## src/rtl/mc_main_control.sv

```systemverilog
// Multicycle MIPS main-control FSM: fetch/decode/execute/memory/writeback sequencing.
// Optional bne support is built when MC_MAIN_CONTROL_BNE_EN is defined.
module mc_main_control #(
  parameter int unsigned MAX_WAIT = 255,
  parameter int unsigned CNT_W    = 8
) (
  input  logic       clk,
  input  logic       rst_n,
  input  logic [5:0] opcode,
  input  logic       zero,
  input  logic       mem_ready,
  output logic       iord,
  output logic       memwrite,
  output logic       irwrite,
  output logic       regdst,
  output logic       memtoreg,
  output logic       regwrite,
  output logic       alusrca,
  output logic [1:0] alusrcb,
  output logic [1:0] pcsrc,
  output logic [1:0] aluop,
  output logic       pcen,
  output logic       illegal_op,
  output logic       bus_timeout,
  output logic [3:0] state_o
);

  typedef enum logic [3:0] {
    FETCH  = 4'd0,
    DECODE = 4'd1,
    MEMADR = 4'd2,
    MEMRD  = 4'd3,
    MEMWB  = 4'd4,
    MEMWR  = 4'd5,
    EXEC   = 4'd6,
    ALUWB  = 4'd7,
    BRANCH = 4'd8,
    ADDIEX = 4'd9,
    ADDIWB = 4'd10,
    JUMP   = 4'd11
  } state_t;

  localparam logic [5:0] OP_RTYPE = 6'b000000;
  localparam logic [5:0] OP_LW    = 6'b100011;
  localparam logic [5:0] OP_SW    = 6'b101011;
  localparam logic [5:0] OP_BEQ   = 6'b000100;
  localparam logic [5:0] OP_ADDI  = 6'b001000;
  localparam logic [5:0] OP_J     = 6'b000010;
`ifdef MC_MAIN_CONTROL_BNE_EN
  localparam logic [5:0] OP_BNE   = 6'b000101;
`endif

  localparam logic [CNT_W-1:0] LAST_WAIT = CNT_W'((MAX_WAIT == 0) ? 0 : MAX_WAIT - 1);

  state_t           state;
  state_t           next;
  logic [CNT_W-1:0] cnt;
  logic             is_mem;
  logic             timeout;
  logic             bad_op;
  logic             take_branch;
`ifdef MC_MAIN_CONTROL_BNE_EN
  logic             is_bne;
`endif

  assign is_mem  = (state == FETCH) || (state == MEMRD) || (state == MEMWR);
  assign timeout = (MAX_WAIT != 0) && is_mem && !mem_ready && (cnt == LAST_WAIT);
  assign state_o = state;

`ifdef MC_MAIN_CONTROL_BNE_EN
  assign take_branch = is_bne ? ~zero : zero;
`else
  assign take_branch = zero;
`endif

  always_comb begin
    next   = FETCH;
    bad_op = 1'b0;
    case (state)
      FETCH:  next = mem_ready ? DECODE : FETCH;
      DECODE: begin
        case (opcode)
          OP_LW, OP_SW: next = MEMADR;
          OP_RTYPE:     next = EXEC;
          OP_BEQ:       next = BRANCH;
`ifdef MC_MAIN_CONTROL_BNE_EN
          OP_BNE:       next = BRANCH;
`endif
          OP_ADDI:      next = ADDIEX;
          OP_J:         next = JUMP;
          default: begin
            next   = FETCH;
            bad_op = 1'b1;
          end
        endcase
      end
      MEMADR: next = (opcode == OP_SW) ? MEMWR : MEMRD;
      MEMRD:  next = mem_ready ? MEMWB : (timeout ? FETCH : MEMRD);
      MEMWR:  next = (mem_ready || timeout) ? FETCH : MEMWR;
      EXEC:   next = ALUWB;
      ADDIEX: next = ADDIWB;
      default: next = FETCH;
    endcase
  end

  // Strobes are Moore-decoded but gated by handshake, timeout and reset in the same cycle.
  always_comb begin
    iord     = 1'b0;
    memwrite = 1'b0;
    irwrite  = 1'b0;
    regdst   = 1'b0;
    memtoreg = 1'b0;
    regwrite = 1'b0;
    alusrca  = 1'b0;
    alusrcb  = 2'b00;
    pcsrc    = 2'b00;
    aluop    = 2'b00;
    pcen     = 1'b0;
    case (state)
      FETCH: begin
        alusrcb = 2'b01;
        irwrite = mem_ready;
        pcen    = mem_ready;
      end
      DECODE: alusrcb = 2'b11;
      MEMADR: begin
        alusrca = 1'b1;
        alusrcb = 2'b10;
      end
      MEMRD: iord = 1'b1;
      MEMWB: begin
        memtoreg = 1'b1;
        regwrite = 1'b1;
      end
      MEMWR: begin
        iord     = 1'b1;
        memwrite = 1'b1;
      end
      EXEC: begin
        alusrca = 1'b1;
        aluop   = 2'b10;
      end
      ALUWB: begin
        regdst   = 1'b1;
        regwrite = 1'b1;
      end
      BRANCH: begin
        alusrca = 1'b1;
        aluop   = 2'b01;
        pcsrc   = 2'b01;
        pcen    = take_branch;
      end
      ADDIEX: begin
        alusrca = 1'b1;
        alusrcb = 2'b10;
      end
      ADDIWB: regwrite = 1'b1;
      JUMP: begin
        pcsrc = 2'b10;
        pcen  = 1'b1;
      end
      default: ;
    endcase
    if (!rst_n || timeout) begin
      memwrite = 1'b0;
      irwrite  = 1'b0;
      pcen     = 1'b0;
    end
    if (!rst_n) regwrite = 1'b0;
  end

  // Leaving a memory state always goes through mem_ready or timeout, so a plain
  // clear-on-anything-else also covers the clear-on-entry rule.
  always_ff @(posedge clk or negedge rst_n) begin
    if (!rst_n) begin
      state       <= FETCH;
      cnt         <= '0;
      illegal_op  <= 1'b0;
      bus_timeout <= 1'b0;
    end else begin
      state <= next;
      cnt   <= (is_mem && !mem_ready && !timeout) ? cnt + CNT_W'(1) : '0;
      if (bad_op)  illegal_op  <= 1'b1;
      if (timeout) bus_timeout <= 1'b1;
    end
  end

`ifdef MC_MAIN_CONTROL_BNE_EN
  always_ff @(posedge clk or negedge rst_n) begin
    if (!rst_n)               is_bne <= 1'b0;
    else if (state == DECODE) is_bne <= (opcode == OP_BNE);
  end
`endif

endmodule

```

## config.mk

```make
export PLATFORM = sky130hd
export DESIGN_NAME = mc_main_control
export DESIGN_NICKNAME = d
export VERILOG_FILES = /design/src/rtl/mc_main_control.sv
export SDC_FILE = /design/constraint.sdc
export NUM_CORES = 1
export LEC_CHECK = 0
export ABC_CLOCK_PERIOD_IN_PS = 2000
export CORE_MARGIN = 8
export CORE_UTILIZATION = 45
export DETAILED_ROUTE_END_ITERATION = 8
export GPL_TIMING_DRIVEN = 0
export PLACE_DENSITY = 0.78
export SYNTH_ARGS = -nofsm -noshare
export SYNTH_HDL_FRONTEND = slang
export SYNTH_SLANG_ARGS = --single-unit
```

## constraint.sdc

```tcl
create_clock -name clk -period 2 [get_ports clk]
set_input_delay 0.3 -clock clk [delete_from_list [all_inputs] [get_ports clk]]
set_output_delay 0.3 -clock clk [all_outputs]
set_load 0.005 [all_outputs]
```

Word level (Yosys, flattened, before mapping)
Index checks and enable logic that the tools add are counted.

Equality and inequality tests: 17. Reduce and logical (&&, ||, !) cells: 18. Multiplexer cells: 25. $add $sub $neg: 1.

Operators by type and width (number): 4-bit case mux with 7 select lines (1); 4-bit case mux with 5 select lines (1); 4-bit by 3-bit equality test with 1-bit output, second input constant (4); 4-bit equality test, second input constant (4); 1-bit two-way mux (14); 6-bit equality test, second input constant (2); 3-bit two-way mux (3); 8-bit by 1-bit adder with 8-bit output, second input constant (1); 4-bit by 2-bit equality test with 1-bit output, second input constant (2); 8-bit equality test, second input constant (1); 8-bit two-way mux (1); 2-bit case mux with 2 select lines (2); 6-bit by 2-bit equality test with 1-bit output, second input constant (1); 6-bit by 3-bit equality test with 1-bit output, second input constant (1); 6-bit by 4-bit equality test with 1-bit output, second input constant (1); 6-bit logical NOT (1); 2-bit case mux with 3 select lines (1); 2-bit OR reduction (3); 6-bit OR reduction (1); 4-bit by 1-bit equality test with 1-bit output, second input constant (1); 4-bit logical NOT (1); 1-bit logical OR (4); 4-bit OR reduction (1); 1-bit logical AND (3); other kinds (4) (6).

Register bits: 14. Input port bits: 10. Output and inout port bits: 20.

Depth between registers and ports, before layout
Depth after elaboration: 8. Gate-level depth with buffers: 6. Mapped depth without buffers: 5.

Least setup slack after synthesis
OpenSTA, ideal clock, no wires.

Path type: flip-flop to output port. Start: register state[2] (netlist: state_o[2]). End: output port memwrite. Cell stages (with the launch flop): 6. Arrival time: 1.286 ns. Path slack: 0.414 ns. Cell sequence: dfrtp_1 > buf_2 > inv_1 > a22oi_1 > nor4_1 > nor4b_1.

Cells in the longest elaborated chain, start to end: 7. Elaborated cells between the ends (all ways): 10. Classes of those cells: 2 x eq/ne; 2 x mux; 6 x reduce/logical.

Ends and longest elaborated chain: start, declared (line 55) `state_t state;`; start signal, assigned (line 181) `state <= next;`; 4-bit by 2-bit equality test with 1-bit output / 4-bit logical NOT (equally long branches) (line 66) `assign is_mem = (state == FETCH) || (state == MEMRD) || (state == MEMWR);`; 1-bit logical OR (2 in series) (line 66); 1-bit logical AND (2 in series) (line 67) `assign timeout = (MAX_WAIT != 0) && is_mem && !mem_ready && (cnt == LAST_WAIT);`; 1-bit logical OR (line 164) `if (!rst_n || timeout) begin`; 1-bit two-way mux * (line 164); end, declared (line 13) `output logic memwrite,`.

Mark *: on every way between the ends. The rest lies on a longest branch, timed or not.

Worst setup path in the final report
Ends and elaborated chain as after synthesis.

==> results.yml <==
floorplan:
  core_area_um2: 1962
  std_cell_rows: 16
  die_area_um2: 3817
  die_h_um: 61.79
  fp.dieW_um: 61.79
  io_pins: 30
  start_util_pct: 48.09
pwr:
  ir_worst_vdd_mv: 0.5106
  pwr-share-clk_pct: 15.7
  seqPwrFrac_pct: 29.3
  pwr-share-comb_pct: 55.0
  power_density_nw_per_um2: 883.7
  p_sw_w: 0.0004814
  power.switching_fraction_pct: 37.96
  cellLeakagePower_nw: 0.6730
  intPower_w: 0.0007868
clock_network:
  cts.sinks: 14
  cts_buffers: 3
  clock_latency_ns: 0.28
  cts-hold-fix-buffers: 0
  root_buffer: "clkbuf_4"
  cts_tree: "done"
  path_clk_slew_ns: 0.08
  cts.path.max_buffers: 2
  htreeDepth: 1
run:
  cap_viol_max_count: 0
routing:
  drt-pass1-iter-count: 4
  avgRoutedWirePerCell_um: 15.85
  final_antenna_net_count: 0
  route.detailed.drc: 0
  viasPerCell: 5.624
  drt_iter0_markers: 41
  drt-total-wl_um: 2821
  vias: 1001
placed_design:
  dp_hpwl_um: 2008
  gp_congestion: 0.8723
  dp_slack_ns: -0.5247
  placed_area_um2: 1247
  port_buffers: 27
finish:
  seq_area_um2: 352.8
  antenna_cells: 0
  multi_input_area_um2: 611.8
  design_area_um2: 1435
  area_growth_pct: 52.12
  post-route-util_pct: 73.15
  drive_above_1_share_pct: 24.50
  fillers: 163
  finalNetCount: 164
min_path:
  min_path_type: "primary input to async pin"
logic_synthesis:
  synth_area_um2: 943.4
  netlist_instances: 112
  syn_area_per_cell_um2: 8.423
  ys_seq_area_share_pct: 37.14
  syn-num-nets: 124
  synth_warnings: 0
  synthDistinctLibCells: 33
  synth_seq_cells: 14
  ys_async_sr_fraction_pct: 100.0
  synth_edf_count: 0
  synthFlopType: "dfrtp_1"
status:
  violations: "setup timing"
  outcome: "finished, violations left"
sta:
  worst_pin_slew_ns: 0.4050
  fin_crit_ns: 2.066
  rsz0062_at_grt: "yes"
  hold_viol: 0
  setup_violations: 1
  fin_crit_sh_pct: 103.3
  fmax_mhz: 484.1
  setup_slack_ns: -0.06588
  clock-skew-final_ns: 0.005297
  relSlewSlack_pct: 72.75
  drv_slew: 0
global_routing:
  antenna_found_initial: 0
  grt_overflow: 0
  grt_max_degree: 19
  track_usage_pct: 15.80
  grt_pass1_wl_um: 4616
  grt_pass1_vias: 1010
worst_setup_path:
  critPathLaunchType: "register"
  arrival_ns: 1.77
  end_kind: "output pin"
  criticalPathCategory: "register to output pin"
  cp_max_fo: 4
  crit_required_ns: 1.70
## worst paths after layout
check | cells past startpoint | startpoint | slack (ns) | end
min reg2reg | 1 | bus_timeout | 0.48 | bus_timeout
max | 6 | state_o[2] | -0.07 | memwrite
max reg2reg | 4 | cnt[2] | 0.31 | state_o[0]
min in group clk | 1 | bus_timeout | 0.48 | bus_timeout
min | 1 | rst_n | 0.03 | state_o[2]
max in group asynchronous | 1 | rst_n | 1.65 | state_o[3]
## routing by layer
metal,wire length (um),global-route usage (%)
met5,0,0
met4,32,5.844
met3,138,4.115
met2,1420,26.14
met1,1230,19.11
## kinds of logic after synthesis
logic type	Yosys count	synth area share [%]
fa+ha+maj	2	2.652
flops	14	37.14
simple gates	55	30.90
mux	2	2.387
xor+xnor	9	8.356
compound gates	20	14.32
buf+inv	10	4.244
## stage by stage
| stage | TNS (ns) | power [W] | cells | hold WS [ns] |
|---|---|---|---|---|
| 2_1_floorplan | 0 | 0.0006659 | 112 | 0.004409 |
| 3_3_place_gp | -1.572 | 0.0009095 | 166 | 0.4538 |
| 3_5_place_dp | -1.596 | 0.0009215 | 166 | 0.4610 |
| 4_1_cts | -0.06867 | 0.001257 | 176 | 0.03821 |
| 5_1_grt | -0.4095 | 0.001360 | 178 | 0.04811 |
| 6_report | -0.06588 | 0.001268 | 178 | 0.03324 |
## area by class of cell
cell class | instances | share of cell area [%]
Buffer | 7 | 4.272
Tap cell | 27 | 2.354
Inverter | 3 | 0.7847
Sequential cell | 14 | 24.59
Clock buffer | 4 | 2.528
Multi-Input combinational cell | 88 | 42.63
Timing Repair Buffer | 35 | 22.84
## critical path, stage by stage (launching register included)
cell and delay, ns:
dfrtp_1 0.41, buf_4 0.15, xor2_2 0.15, a22oi_2 0.21, nor4_1 0.10, nor4b_1 0.28, buf_2 0.18
## power by group through the flow
| stage | Sequential [W] | Combinational [W] | Clock (W) |
|---|---|---|---|
| after floorplan | 0.000372 | 0.000294 | 0 |
| after global placement | 0.000380 | 0.000529 | 0 |
| after detailed placement | 0.000381 | 0.000540 | 0 |
| after CTS | 0.000369 | 0.000680 | 0.000208 |
| after global routing | 0.000376 | 0.000760 | 0.000224 |
| final | 0.000371 | 0.000698 | 0.000199 |
## cells in the final DEF, fill, tap and decap left out, drive strengths merged, types with 3 or more instances in the layout
| master | count |
|---|---|
| and3 | 3 |
| buf | 11 |
| clkbuf | 9 |
| clkdlybuf4s50 | 13 |
| dfrtp | 14 |
| dlygate4sd2 | 7 |
| dlymetal6s2s | 4 |
| inv | 3 |
| nand2 | 3 |
| nand2b | 5 |
| nand3 | 4 |
| nand4 | 3 |
| nor2 | 18 |
| nor3 | 9 |
| nor4 | 3 |
| o21ai | 6 |
| xor2 | 8 |
## registers in the layout, indices dropped and copies added (netlist names)
name,count
cnt,8
bus_timeout,1
illegal_op,1
state_o,4
## Yosys cell counts, drive strengths merged (2+ instances only)
cell type / n / area [um^2]
dfrtp: 14 / 350.3
xor2: 8 / 70.07
and4: 2 / 17.52
ha: 2 / 25.02
a22oi: 2 / 15.01
nand2: 3 / 11.26
buf: 2 / 10.01
clkbuf: 5 / 18.77
nor3: 9 / 45.04
nand3: 4 / 20.02
nor2: 18 / 67.56
o21ai: 6 / 30.03
nand4: 3 / 18.77
o21a: 2 / 15.01
o211ai: 2 / 15.01
or4b: 2 / 20.02
nor4: 3 / 18.77
a21oi: 2 / 10.01
nand2b: 5 / 31.28
inv: 3 / 11.26
and3: 3 / 18.77
mux2: 2 / 22.52
## what timing repair did
action / 4_1_cts / 5_1_grt
endpoints found under the setup margin: 14 / 6
pin swaps: 2 / 0
setup buffers: 6 / 2
resized for setup: 40 / 6
gates cloned: 0 / 0
Power figures use the tool's default switching activity.
